[src/rtl/rv_write_pkg.sv]
// rv_write_pkg -- shared definitions for the write-back stage.
//   Load funct3 encodings, write-back FSM state enum, and the
//   registered write-back bus struct {rd, reg_write, data}.
package rv_write_pkg;

    localparam logic [2:0] F3_LB  = 3'b000;
    localparam logic [2:0] F3_LH  = 3'b001;
    localparam logic [2:0] F3_LW  = 3'b010;
    localparam logic [2:0] F3_LBU = 3'b100;
    localparam logic [2:0] F3_LHU = 3'b101;

    typedef enum logic {
        ST_IDLE      = 1'b0,
        ST_WAIT_LOAD = 1'b1
    } wb_state_t;

    typedef struct packed {
        logic [4:0]  rd;
        logic        reg_write;
        logic [31:0] data;
    } wb_bus_t;

endpackage

[src/rtl/rv_write_load_align.sv]
// rv_load_align -- combinational load alignment and sign/zero extension.
//   i_funct3  : load size/sign (LB, LH, LW, LBU, LHU; others -> full word)
//   i_addr_lo : byte offset within the word
//   i_rdata   : word-aligned read data
//   o_data    : aligned, extended result
module rv_load_align
    import rv_write_pkg::*;
(
    input  logic [2:0]  i_funct3,
    input  logic [1:0]  i_addr_lo,
    input  logic [31:0] i_rdata,
    output logic [31:0] o_data
);

    logic [7:0]  w_byte;
    logic [15:0] w_half;

    // Half-word select uses only addr_lo[1]; misaligned bit 0 is dropped.
    assign w_byte = i_rdata[{i_addr_lo, 3'b000} +: 8];
    assign w_half = i_addr_lo[1] ? i_rdata[31:16] : i_rdata[15:0];

    always_comb begin
        o_data = i_rdata;
        case (i_funct3)
            F3_LB:   o_data = {{24{w_byte[7]}}, w_byte};
            F3_LH:   o_data = {{16{w_half[15]}}, w_half};
            F3_LBU:  o_data = {24'd0, w_byte};
            F3_LHU:  o_data = {16'd0, w_half};
            default: o_data = i_rdata;
        endcase
    end

endmodule

[src/rtl/rv_write.sv]
// rv_write -- pipeline write-back stage.
//   Registers ALU results or aligned load data for the register file.
//   A load whose data is not acknowledged in the issuing cycle parks the
//   stage in WAIT_LOAD and stalls the upstream pipe until i_data_ack.
// Ports:
//   i_clk, i_reset_n (async, active low)
//   i_mem_*          : instruction from the memory stage
//   i_data_ack/rdata : data-bus read response
//   o_write_*        : registered write-back bus (rd, we, data)
//   o_stall          : combinational upstream hold
//   o_retire         : one-cycle pulse per completed instruction
//   o_instret        : 64-bit retire counter, present only when
//                      RV_WB_INSTRET_EN is defined
module rv_write
    import rv_write_pkg::*;
(
    input  logic        i_clk,
    input  logic        i_reset_n,
    input  logic        i_mem_valid,
    input  logic [4:0]  i_mem_rd,
    input  logic        i_mem_reg_write,
    input  logic        i_mem_is_load,
    input  logic [2:0]  i_mem_funct3,
    input  logic [1:0]  i_mem_addr_lo,
    input  logic [31:0] i_mem_result,
    input  logic        i_data_ack,
    input  logic [31:0] i_data_rdata,
    output logic [4:0]  o_write_rd,
    output logic        o_write_reg_write,
    output logic [31:0] o_write_data,
    output logic        o_stall,
    output logic        o_retire
`ifdef RV_WB_INSTRET_EN
    ,output logic [63:0] o_instret
`endif
);

    wb_state_t   r_state, w_state_nxt;
    wb_bus_t     r_wb, w_wb_nxt;
    logic        r_retire;
    logic [4:0]  r_ld_rd;
    logic        r_ld_reg_write;
    logic [2:0]  r_ld_funct3;
    logic [1:0]  r_ld_addr_lo;

    logic        w_stall, w_complete, w_capture;
    logic [2:0]  w_al_funct3;
    logic [1:0]  w_al_addr_lo;
    logic [31:0] w_load_data;

    // Aligner sees the captured fields while waiting, live fields otherwise.
    assign w_al_funct3  = (r_state == ST_WAIT_LOAD) ? r_ld_funct3  : i_mem_funct3;
    assign w_al_addr_lo = (r_state == ST_WAIT_LOAD) ? r_ld_addr_lo : i_mem_addr_lo;

    rv_load_align u_align (
        .i_funct3  (w_al_funct3),
        .i_addr_lo (w_al_addr_lo),
        .i_rdata   (i_data_rdata),
        .o_data    (w_load_data)
    );

    always_comb begin
        w_state_nxt = r_state;
        w_stall     = 1'b0;
        w_complete  = 1'b0;
        w_capture   = 1'b0;
        w_wb_nxt    = '{rd: i_mem_rd, reg_write: i_mem_reg_write, data: i_mem_result};
        case (r_state)
            ST_IDLE: begin
                if (i_mem_valid) begin
                    if (!i_mem_is_load) begin
                        w_complete = 1'b1;
                    end else if (i_data_ack) begin
                        w_complete    = 1'b1;
                        w_wb_nxt.data = w_load_data;
                    end else begin
                        w_stall     = 1'b1;
                        w_capture   = 1'b1;
                        w_state_nxt = ST_WAIT_LOAD;
                    end
                end
            end
            ST_WAIT_LOAD: begin
                w_wb_nxt = '{rd: r_ld_rd, reg_write: r_ld_reg_write, data: w_load_data};
                if (i_data_ack) begin
                    w_complete  = 1'b1;
                    w_state_nxt = ST_IDLE;
                end else begin
                    w_stall = 1'b1;
                end
            end
            default: w_state_nxt = ST_IDLE;
        endcase
    end

    always_ff @(posedge i_clk or negedge i_reset_n) begin
        if (!i_reset_n) begin
            r_state        <= ST_IDLE;
            r_ld_rd        <= '0;
            r_ld_reg_write <= 1'b0;
            r_ld_funct3    <= '0;
            r_ld_addr_lo   <= '0;
        end else begin
            r_state <= w_state_nxt;
            if (w_capture) begin
                r_ld_rd        <= i_mem_rd;
                r_ld_reg_write <= i_mem_reg_write;
                r_ld_funct3    <= i_mem_funct3;
                r_ld_addr_lo   <= i_mem_addr_lo;
            end
        end
    end

    // rd/data hold between completions; only the enable and retire drop.
    always_ff @(posedge i_clk or negedge i_reset_n) begin
        if (!i_reset_n) begin
            r_wb     <= '0;
            r_retire <= 1'b0;
        end else if (w_complete) begin
            r_wb.rd        <= w_wb_nxt.rd;
            r_wb.reg_write <= w_wb_nxt.reg_write && (w_wb_nxt.rd != 5'd0);
            r_wb.data      <= w_wb_nxt.data;
            r_retire       <= 1'b1;
        end else begin
            r_wb.reg_write <= 1'b0;
            r_retire       <= 1'b0;
        end
    end

    assign o_write_rd        = r_wb.rd;
    assign o_write_reg_write = r_wb.reg_write;
    assign o_write_data      = r_wb.data;
    assign o_retire          = r_retire;
    // Held low during reset so a stalled load cannot leak through.
    assign o_stall           = w_stall & i_reset_n;

`ifdef RV_WB_INSTRET_EN
    logic [63:0] r_instret;

    always_ff @(posedge i_clk or negedge i_reset_n) begin
        if (!i_reset_n) r_instret <= '0;
        else            r_instret <= r_instret + {63'd0, r_retire};
    end

    assign o_instret = r_instret;
`endif

endmodule

[config.mk]
export PLATFORM = sky130hd
export DESIGN_NAME = rv_write
export DESIGN_NICKNAME = d
export VERILOG_FILES = /design/src/rtl/rv_write_pkg.sv /design/src/rtl/rv_write_load_align.sv /design/src/rtl/rv_write.sv
export SDC_FILE = /design/constraint.sdc
export NUM_CORES = 1
export LEC_CHECK = 0
export ABC_AREA = 1
export BUFFER_PORTS_ARGS = -buffer_cell sky130_fd_sc_hd__clkbuf_2
export CELL_PAD_IN_SITES_DETAIL_PLACEMENT = 0
export CELL_PAD_IN_SITES_GLOBAL_PLACEMENT = 1
export CORE_MARGIN = 2
export CORE_UTILIZATION = 25
export CTS_CLUSTER_DIAMETER = 100
export DETAILED_ROUTE_END_ITERATION = 10
export PLACE_DENSITY_LB_ADDON = 0.1
export REMOVE_ABC_BUFFERS = 1
export SYNTH_ARGS = -nofsm -noshare
export SYNTH_HDL_FRONTEND = slang
export SYNTH_HIERARCHICAL = 1
export SYNTH_SLANG_ARGS = --single-unit
[constraint.sdc]
create_clock -name i_clk -period 2.77 [get_ports i_clk]
set_input_delay 0.554 -clock i_clk [delete_from_list [all_inputs] [get_ports i_clk]]
set_output_delay 0.554 -clock i_clk [all_outputs]
set_load 0.05 [all_outputs]
Yosys cells after proc, flatten, opt, wreduce, memory -nomap -nowiden
Cells that the tools add are included.
{ "op_classes": {"n_eq_ne": 3, "muxes": 20, "n_shift": 1, "bitwise": 2, "n_reduce_logical": 3} }
{ "ops": {"columns": ["operator", "n"], "rows": [
  ["$pmux 32 s4", 1],
  ["$mux 32", 3],
  ["$pmux 32 s2", 1],
  ["$shiftx 32x6->8", 1],
  ["$mux 16", 1],
  ["$mux 1", 9],
  ["$eq 3x3->1 const B", 2],
  ["$mux 6", 1],
  ["$reduce_bool 5->1", 1],
  ["$pmux 1 s2", 2],
  ["$eq 3x1->1 const B", 1],
  ["$logic_not 3->1", 1],
  ["$mux 3", 1],
  ["$mux 2", 1],
  ["$and 1x1->1", 1],
  ["$logic_and 1x1->1", 1],
  ["$not 1->1", 1]
]} }
{ "totals": {"elab_cells": 38, "register_bits": 51, "in_bits": 80, "output_inout_bits": 40} }

Logic depth before layout (Yosys ltp)
Gate-level depths: netlist of the first run.
{ "depth": {"ltp_word": 7, "ltp_mapped": 17, "depth_no_buf": 13} }

Cells and area by module
Netlist of the first run, hierarchy kept.
{ "by_module_without_submodules": {"columns": ["module", "area_per_inst_um2", "seq_area_each_um2", "instances", "cells_each"], "rows": [
  ["rv_write", 2786.4, 1276.2, 1, 352],
  ["rv_load_align", 1054.8, 0.0, 1, 194]
]} }

Worst setup path before layout of the first run
Ideal clock, no wire load.
{ "synth_timing": {"path_kind": "input -> output", "from": "input i_data_ack", "to": "output o_stall", "cell_stages": 3, "setup_slack_ps": 274, "required_time_ps": 2216, "t_arrival_ps": 1942, "n_path_buf": 0, "cell_sequence": "inv_1 -> nand4_2 -> a21boi_0"} }
{ "synth_between": {"elab_chain_len": 5} }
{ "synth_rtl": {"columns": ["element", "line_no", "text"], "rows": [
  ["start: declaration", "rv_write.sv:26", "input logic i_data_ack,"],
  ["$mux 1 *", "rv_write.sv:73, rv_write.sv:85", null],
  ["$mux 1", "rv_write.sv:71", "if (!i_mem_is_load) begin"],
  ["$mux 1", "rv_write.sv:70", "if (i_mem_valid) begin"],
  ["$pmux 1 s2 *", "rv_write.sv:68", "case (r_state)"],
  ["$and 1x1->1 *", "rv_write.sv:135", "assign o_stall = w_stall & i_reset_n;"],
  ["end: declaration", "rv_write.sv:31", "output logic o_stall,"]
]} }
Mark *: on every way between the ends. The rest lies on a longest branch, timed or not.

Worst setup path in the final report of the first run
{ "layout_timing": {"from": "register r_state", "to": "register r_wb (netlist bit o_write_data[1])"} }
{ "layout_between": {"elab_chain_len": 7, "elab_cells_between_ends": 15, "cone_classes": "eq/ne (3); shift (1); mux (9); bitwise (1); reduce/logical (1)"} }
{ "layout_rtl": {"columns": ["element", "line_no", "text"], "rows": [
  ["start: declaration", "rv_write.sv:38", "wb_state_t r_state, w_state_nxt;"],
  ["start signal: assignment", "rv_write.sv:104", "r_state <= w_state_nxt;"],
  ["$mux 3 *", "rv_write.sv:52", "assign w_al_funct3 = (r_state == ST_WAIT_LOAD) ? r_ld_funct3 : i_mem_funct3;"],
  ["net w_al_funct3[1]", "rv_write.sv:47", "logic [2:0] w_al_funct3;"],
  ["$eq 3x3->1, or another cell as far along", "rv_write_load_align.sv:24", "case (i_funct3)"],
  ["$pmux 32 s4 *", "rv_write_load_align.sv:24", null],
  ["net w_load_data[1]", "rv_write.sv:49", "logic [31:0] w_load_data;"],
  ["$mux 32", "rv_write.sv:73", "end else if (i_data_ack) begin"],
  ["$mux 32", "rv_write.sv:71", null],
  ["$mux 32", "rv_write.sv:70", null],
  ["$pmux 32 s2 *", "rv_write.sv:68", null],
  ["end: declaration", "rv_write.sv:39", "wb_bus_t r_wb, w_wb_nxt;"]
]} }
Mark *: on every way through the listed nets, which the timed path passes. The rest lies on a longest branch.
A chain may end at the register's enable or synchronous reset.

==> flow_summary.yaml, run 1 <==
finish:
  drive_gt1_share_pct: 30.8
  stdcell_count: 842
  area_delta_synth_final_pct: 22.5
  fillers: 1706
  final_area_mm2: 0.00471
  final_net_count: 732
  postLayoutCoreUtil_pct: 31.2
job:
  max-cap-violations: 0
setup_path:
  startpoint_type: "flop"
  critPathMostFrequentCell: "nand2_1"
  cp_max_fo: 19
  critPathKind: "flop to flop"
  arrival_ps: 2380
  critPathMaxStageDelay_ps: 480
  cpMaxStageDelayCell: "o21ai_2"
  cp_data_required_time_ps: 2960
  endpoint_kind: "flop"
  crit_chain: "buf_4 > o21ai_2 > inv_1 > nand3_1 > nand2_1 > nand2_1 > inv_1 > inv_1 > nand2_1 > nand3_1 > nand2_1"
synth:
  synthMuxAreaShare_pct: 0
  synth_top_family_by_area: "simple AND/OR/NAND/NOR gates"
  synth.distinct_cells: 32
  yosys.area_share.adder_pct: 0
  netlist_instances: 546
  yosys.area_share.simple_pct: 47.9
  synth_compound_area_share_pct: 5.11
  ys_async_sr_fraction_pct: 100
  synthXorXnorAreaFrac_pct: 0
  ys_warn_count: 6
  ys_seq_elements: 51
  syn_area_per_cell_um2: 7.04
  synth_edf_count: 0
  seq_area_frac_synth_pct: 33.2
  syn-cell-area_mm2: 0.00384
  ys.flop_type: "dfrtp_1"
clock_network:
  cts.clk_slew.worst_paths_ps: 80
  cts_tree: "done"
  clockBufferDepth: 2
  cts_buffers: 5
  clk_latency_ps: 310
  ctsHtreeMaxLevel: 2
  clkSinkCount: 51
  cts_resized: 0
  ctsRootBufferMaster: "clkbuf_16"
  hold_buffers: 0
  post_cts_buffers: 0
timing:
  worst_slack_ps: 583
  final.setup_skew_ps: 10.2
  period_minus_slack_ps: 2190
  slew_headroom_pct: 52.0
  fmax_ghz: 0.457
  whs_ps: 479
  fin_crit_sh_pct: 78.9
  worst_pin_slew_ps: 719
  hold_violations: 0
  maxSlewViolCount: 0
  rsz0062_at_grt: "no"
  finalSetupViolCount: 0
  finalSetupTns_ps: 0
min_path:
  min_path_type: "flop to flop"
die:
  die_h_um: 128
  die_area_mm2: 0.0164
  ios: 120
  start_util_pct: 25.5
  core_area_mm2: 0.0151
  rows: 45
  die_w_um: 128
power_and_ir_drop:
  power.density_mw_per_mm2: 639
  irDropWorstVdd_mv: 0.229
  finalPower_mw: 3.01
  p_leak_nw: 2.73
route:
  drc_errors: 0
  drtAntennaViolNets: 0
  vias: 3751
  avgRoutedWirePerCell_um: 14.7
  vias_per_cell: 4.45
  dr.pass1.iters: 5
  drt_iter0_markers: 141
  wl_um: 12400
grt:
  antenna_found_initial: 1
  grt.total_usage_pct: 15.8
  first_global_vias: 3790
  grt_pass1_wl_um: 20100
  grt_max_degree: 52
  grt_remaining_overflow: 0
placed_design:
  dpl_cell_area_mm2: 0.00453
  port_buffers: 119
  routabilityCongestion: 0.766
  hpwl_um: 8870
  pre_cts_slack_ps: 489
  place_inst: 833
status:
  status: "completed"
[cells by family after synthesis]
kind of cell,Yosys count
buffers and inverters,104
AO/OA/AOI/OAI,34
AND/OR/NAND/NOR,357
flip-flops,51
[flip-flops by register name, summed over array words and instances (netlist names)]
name               count
o_write_data          32
r_ld_addr_lo           2
r_ld_reg_write         1
o_write_reg_write      1
r_ld_funct3            3
o_retire               1
r_state                1
o_write_rd             5
r_ld_rd                5
[critical path, delay by kind of cell (launching register included)]
family                 cells  cell delay [ps]
buffers and inverters      4              690
DFF                        1              360
AOI/OAI and AO/OA          1              480
and+or+nand+nor            6              530
[synth_stat cells (2+ instances only)]
master	instances	area share, %
nand2_1	216	21
inv_1	67	6.5
dfrtp_1	51	33
nand3_1	41	5.3
nand3_2	35	9.1
nand3b_1	32	6.3
o21ai_0	18	2.3
buf_6	12	3.5
clkbuf_1	9	0.88
nor2_1	9	0.88
a22oi_1	7	1.4
nand2_2	7	1.1
buf_4	6	1.2
o21ai_1	6	0.78
buf_2	5	0.65
or2_2	4	0.65
nand2_4	3	0.88
or2_1	3	0.49
inv_2	2	0.20
[report_power, final]
group | leakage (nW) | switching (mW) | internal (mW)
Sequential | 0.626 | 0.0772 | 0.892
Combinational | 2.02 | 0.933 | 0.354
Clock | 0.0804 | 0.321 | 0.431
Total | 2.73 | 1.33 | 1.68
[layout by cell type, fill, tap and decap left out, types with 9 or more instances in the layout]
cell / netlist / layout
inv_1: 67 / 67
o21ai_0: 18 / 16
nand3_1: 41 / 41
nor2_1: 9 / 9
nand3_2: 35 / 35
nand2_1: 216 / 216
buf_4: 6 / 12
nand3b_1: 32 / 32
clkbuf_2: 0 / 119
dfrtp_1: 51 / 51
[final cells by class]
| class | count | area [um2] | area share [%] |
|---|---|---|---|
| diodes | 1 | 2.50 | 0.0532 |
| repair buffers | 132 | 706 | 15.0 |
| multi-input cells | 391 | 2040 | 43.3 |
| flip-flops and latches | 51 | 1280 | 27.1 |
| well taps | 188 | 235 | 5.00 |
| clock buffers | 5 | 125 | 2.66 |
| inverters | 71 | 277 | 5.88 |
| clock inverters | 3 | 46.3 | 0.984 |
[routing by layer]
layer	up-vias	track usage (%)	share of wire, %
met5	-	0	0
met4	0	3.68	0.92
met3	7	3.76	5.2
met2	88	25.7	45
met1	1743	21.2	48
li1	1913	-	-
[worst paths after layout]
kind / startpoint / to / slack, ps / cells past startpoint
worst min-delay path: o_write_data[16] / o_write_data[16] / 480 / 2
worst max register to register: r_state / o_write_data[1] / 580 / 11
worst max-delay path: r_state / o_write_data[1] / 580 / 11
min in group asynchronous: i_reset_n / o_write_data[30] / 500 / 2
max in group asynchronous: i_reset_n / o_write_data[9] / 1810 / 2
worst min register to register: o_write_data[16] / o_write_data[16] / 480 / 2
Note: power is estimated with default switching activity, not from simulation.
==> run 2: changes to the inputs <==
==> constraint.sdc (replaced) <==
create_clock -name i_clk -period 2.2 [get_ports i_clk]
set_input_delay 0.44 -clock i_clk [delete_from_list [all_inputs] [get_ports i_clk]]
set_output_delay 0.44 -clock i_clk [all_outputs]
set_load 0.05 [all_outputs]
==> flow_summary.yaml, run 2 (synthesis gave the netlist of run 1 again) <==
placed_design:
  dpl_cell_area_mm2: 0.00456
  hpwl_um: 9070
  routabilityCongestion: 0.790
  port_buffers: 119
die:
  start_util_pct: 25.5
  die_w_um: 128
  rows: 45
  core_area_mm2: 0.0151
  ios: 120
  die_area_mm2: 0.0164
  die_h_um: 128
min_path:
  min_path_type: "input pin to async pin"
grt:
  antenna_found_initial: 1
  grt_max_degree: 40
  grt.total_usage_pct: 15.9
  grt_pass1_wl_um: 20400
  grt_remaining_overflow: 0
  first_global_vias: 3836
clock_network:
  cts_tree: "done"
  clockBufferDepth: 2
  ctsHtreeMaxLevel: 2
  cts.clk_slew.worst_paths_ps: 80
  clk_latency_ps: 300
  cts_buffers: 5
  clkSinkCount: 51
  ctsRootBufferMaster: "clkbuf_16"
setup_path:
  critPathKind: "flop to output pin"
  startpoint: "r_state"
  cp_data_required_time_ps: 1760
  critPathMaxStageDelay_ps: 480
  cp_max_fo: 11
  endpoint_kind: "output pin"
  startpoint_type: "flop"
  cpMaxStageDelayCell: "dfrtp_2"
  crit_chain: "buf_4 > inv_2 > nand4_2 > a21boi_0 > clkbuf_4"
  arrival_ps: 1610
  reg2reg_from: "r_state"
timing:
  hold_violations: 0
  rsz0062_at_grt: "no"
  worst_pin_slew_ps: 496
  final.setup_skew_ps: 7.38
  fmax_ghz: 0.488
  maxSlewViolCount: 0
  finalSetupViolCount: 0
  period_minus_slack_ps: 2050
  slew_headroom_pct: 66.9
  whs_ps: 259
  fin_crit_sh_pct: 93.2
power_and_ir_drop:
  irDropWorstVdd_mv: 0.323
  p_leak_nw: 2.74
  p_sw_mw: 1.67
  finalPower_mw: 3.70
  power.density_mw_per_mm2: 784
  p_clk_share_pct: 23.0
  p_int_mw: 2.03
  seqPwrFrac_pct: 33.1
  switching_share_pct: 45.1
  pwr-share-comb_pct: 43.9
finish:
  mostFrequentLayoutCells: "nand2_1 (216), clkbuf_2 (118), inv_1 (67)"
  drive_gt1_share_pct: 31.4
  area_delta_synth_final_pct: 23.0
  final_net_count: 736
  final_area_mm2: 0.00472
  largest_reg_flops: 32
  fillers: 1718
  mostFrequentLayoutCell: "nand2_1"
route:
  vias_per_cell: 4.41
  avgRoutedWirePerCell_um: 14.7
  drc_errors: 0
  vias: 3730
  drt_iter0_markers: 144
  drtAntennaViolNets: 0
  wl_um: 12400
  dr.pass1.iters: 4
status:
  status: "completed"
job:
  max-cap-violations: 0
run 2: changes by cell type in the layout (fill, tap and decap cells not counted), sizes merged:
| cell | delta |
|---|---|
| buf | +4 |
| bufinv | -1 |
| clkbuf | +1 |
| clkinv | +1 |
| inv | -1 |
run 2: metrics by stage:
step / util, % / instances / setup TNS [ps] / setup WS [ps]
global route: 31.3 / 845 / 0 / 22.0
global placement: 30.2 / 837 / 0 / 123
finish: 31.3 / 846 / 0 / 149
CTS: 31.3 / 845 / 0 / 38.1
floorplan: - / 513 / -44130 / -1590
detailed placement: 30.2 / 837 / 0 / 103
run 2: power by group through the flow:
stage | clock (mW) | combinational [mW] | sequential (mW)
after global placement | 0 | 1.64 | 1.24
after CTS | 0.890 | 1.65 | 1.23
after detailed placement | 0 | 1.65 | 1.24
after global routing | 0.918 | 1.80 | 1.25
final | 0.853 | 1.62 | 1.23
after floorplan | 0 | 0.643 | 1.75
run 2: area by class of cell:
type / count / area [um2] / share of cell area [%]
tap: 188 / 235 / 4.98
multi-input combinational: 391 / 2040 / 43.2
sequential: 51 / 1280 / 27.0
timing repair buffer: 136 / 738 / 15.6
clock inverter: 2 / 16.3 / 0.344
inverter: 71 / 277 / 5.85
clock buffer: 6 / 139 / 2.94
antenna: 1 / 2.50 / 0.0530
run 2: critical path: cells and delay by family, from the launching register on:
kind,cells,cell delay (ps)
buffers and inverters,3,560
flip-flops,1,480
AO/OA/AOI/OAI,1,200
AND/OR/NAND/NOR,1,70
run 2: final timing paths:
check                      slack [ps]  cells past startpoint                to
max in group asynchronous        1180                      3           r_state
setup reg to reg                  230                     14  o_write_data[12]
hold / removal                    260                      2   o_write_data[6]
setup / recovery                  150                      5           o_stall
min in group i_clk                380                      3   r_ld_addr_lo[0]
hold reg to reg                   480                      2  o_write_data[29]
run 2: layer usage:
| metal | routed length [um] | GRT usage (%) | vias up |
|---|---|---|---|
| li1 | - | - | 1915 |
| met4 | 131 | 3.56 | 0 |
| met1 | 6100 | 22.0 | 1715 |
| met5 | 0 | 0 | - |
| met2 | 5500 | 25.3 | 92 |
| met3 | 682 | 3.76 | 8 |
run 2: timing repair:
item,in CTS,in global routing
hold buffers,0,0
buffers inserted,0,0
resized for setup,0,4
setup endpoints to repair,0,25
endpoints found under the hold margin,0,0
==> run 3: changes to the inputs <==
--- a/config.mk
+++ b/config.mk
@@ -13,8 +13,9 @@
 export CORE_UTILIZATION = 25
 export CTS_CLUSTER_DIAMETER = 100
 export DETAILED_ROUTE_END_ITERATION = 10
-export PLACE_DENSITY_LB_ADDON = 0.1
+export PLACE_DENSITY = 0.56
 export REMOVE_ABC_BUFFERS = 1
+export SLEW_MARGIN = 25
 export SYNTH_ARGS = -nofsm -noshare
 export SYNTH_HDL_FRONTEND = slang
 export SYNTH_HIERARCHICAL = 1
==> constraint.sdc (replaced) <==
create_clock -name i_clk -period 2.3 [get_ports i_clk]
set_input_delay 0.46 -clock i_clk [delete_from_list [all_inputs] [get_ports i_clk]]
set_output_delay 0.46 -clock i_clk [all_outputs]
set_load 0.05 [all_outputs]
==> flow_summary.yaml, run 3 (synthesis gave the netlist of run 1 again) <==
die:
  ios: 120
  die_h_um: 128
  rows: 45
  core_area_mm2: 0.0151
  die_area_mm2: 0.0164
  die_w_um: 128
  start_util_pct: 25.5
min_path:
  min_path_type: "input pin to flop"
  hold_start: "i_mem_rd[4]"
  hold_depth: 3
  min_to: "r_ld_rd[4]"
placed_design:
  hpwl_um: 8960
  place_inst: 836
  port_buffers: 119
  routabilityCongestion: 0.844
finish:
  fillers: 1716
  mostFrequentLayoutCells: "nand2_1 (216), clkbuf_2 (119), inv_1 (67)"
  antenna_cells: 0
  mostFrequentLayoutCell: "nand2_1"
  postLayoutCoreUtil_pct: 31.2
  largest_reg_flops: 32
  drive_gt1_share_pct: 31.1
  area_delta_synth_final_pct: 22.6
  seqCellArea_mm2: 0.00128
  final_net_count: 735
  stdcell_count: 844
  multi_input_area_mm2: 0.00204
clock_network:
  hold_buffers: 0
  clk_latency_ps: 310
  cts_buffers: 5
  cts_resized: 0
  post_cts_buffers: 0
  clkSinkCount: 51
  cts_tree: "done"
  cts.clk_slew.worst_paths_ps: 70
  ctsRootBufferMaster: "clkbuf_16"
  clockBufferDepth: 2
  ctsHtreeMaxLevel: 2
setup_path:
  cpMaxStageDelayCell: "dfrtp_1"
  r2r_setup_slack_ps: 280
  rr_endpoint: "o_write_data[2]"
  crit_buf_inv: 3
  crit_chain: "buf_4 > inv_2 > nand4_2 > a21boi_0 > clkbuf_2"
  endpoint_kind: "output pin"
  critPathMaxStageDelay_ps: 500
  arrival_ps: 1650
  r2r_cells: 12
  reg2reg_from: "r_state"
  startpoint_type: "flop"
  critPathKind: "flop to output pin"
  crit_family: "buffers and inverters"
  cp_data_required_time_ps: 1840
  cp_max_fo: 11
power_and_ir_drop:
  finalPower_mw: 3.54
  p_leak_nw: 2.74
  irDropWorstVdd_mv: 0.296
  power.density_mw_per_mm2: 751
grt:
  gr-max-usage-layer: "met2"
  grt_max_degree: 52
  grtUsageMet2_pct: 23.7
  grt_use_met3_pct: 4.38
  grt_use_met1_pct: 20.7
  first_global_vias: 3853
  grt_remaining_overflow: 0
  antenna_found_initial: 1
  grt_pass1_wl_um: 19700
  grt.total_usage_pct: 15.3
timing:
  hold_violations: 0
  fmax_ghz: 0.474
  finalSetupViolCount: 0
  maxSlewViolCount: 0
  finalSetupTns_ps: 0
  worst_pin_slew_ps: 703
  final.setup_skew_ps: 7.96
  rsz0062_at_grt: "no"
  whs_ps: 407
  slew_headroom_pct: 53.1
  period_minus_slack_ps: 2110
  fin_crit_sh_pct: 91.8
route:
  avgRoutedWirePerCell_um: 14.4
  drt_iter0_markers: 141
  drtAntennaViolNets: 0
  wl_um: 12100
  vias_per_cell: 4.49
  drc_errors: 0
  dr.pass1.iters: 5
  vias: 3787
job:
  max-cap-violations: 0
status:
  status: "completed"
[run 3: how the worst max path moves through the flow]
stage,startpoint,end,depth (start not counted)
2_1_floorplan,r_state,o_write_data[4],10
3_3_place_gp,i_mem_funct3[0],o_write_data[2],14
3_5_place_dp,i_mem_funct3[0],o_write_data[2],14
4_1_cts,r_state,o_stall,5
5_1_grt,r_state,o_write_data[20],9
6_report,r_state,o_stall,5
[run 3: worst register-to-register path, delay by kind of cell (launching register included)]
family | cells | cell delay [ps]
AND/OR/NAND/NOR | 8 | 730
flip-flops | 1 | 500
AO/OA/AOI/OAI | 1 | 380
buffers and inverters | 3 | 320
[run 3: metrics by stage]
step,area [um2],worst slack [ps]
floorplan,3590,-1490
global placement,4550,284
detailed placement,4550,249
CTS,4710,164
global route,4710,67.2
finish,4710,189
[run 3: routing by layer]
| layer | routed length (um) | share of wire (%) |
|---|---|---|
| met1 | 5790 | 48 |
| met2 | 5230 | 43 |
| met3 | 861 | 7.1 |
| met4 | 230 | 1.9 |
| met5 | 0 | 0 |
[run 3: cell type report]
cell class                 instances  area share (%)
clock buffer                       6            2.95
clock inverter                     2           0.345
inverter                          71            5.87
multi-input combinational        391            43.3
sequential                        51            27.1
tap                              188            4.99
timing repair buffer             135            15.5
[run 3: where the power goes]
part           switching (mW)  internal (mW)  total, mW
registers               0.101           1.07       1.17
logic                    1.12          0.433       1.55
clock network           0.375          0.436      0.812
total                    1.60           1.94       3.54
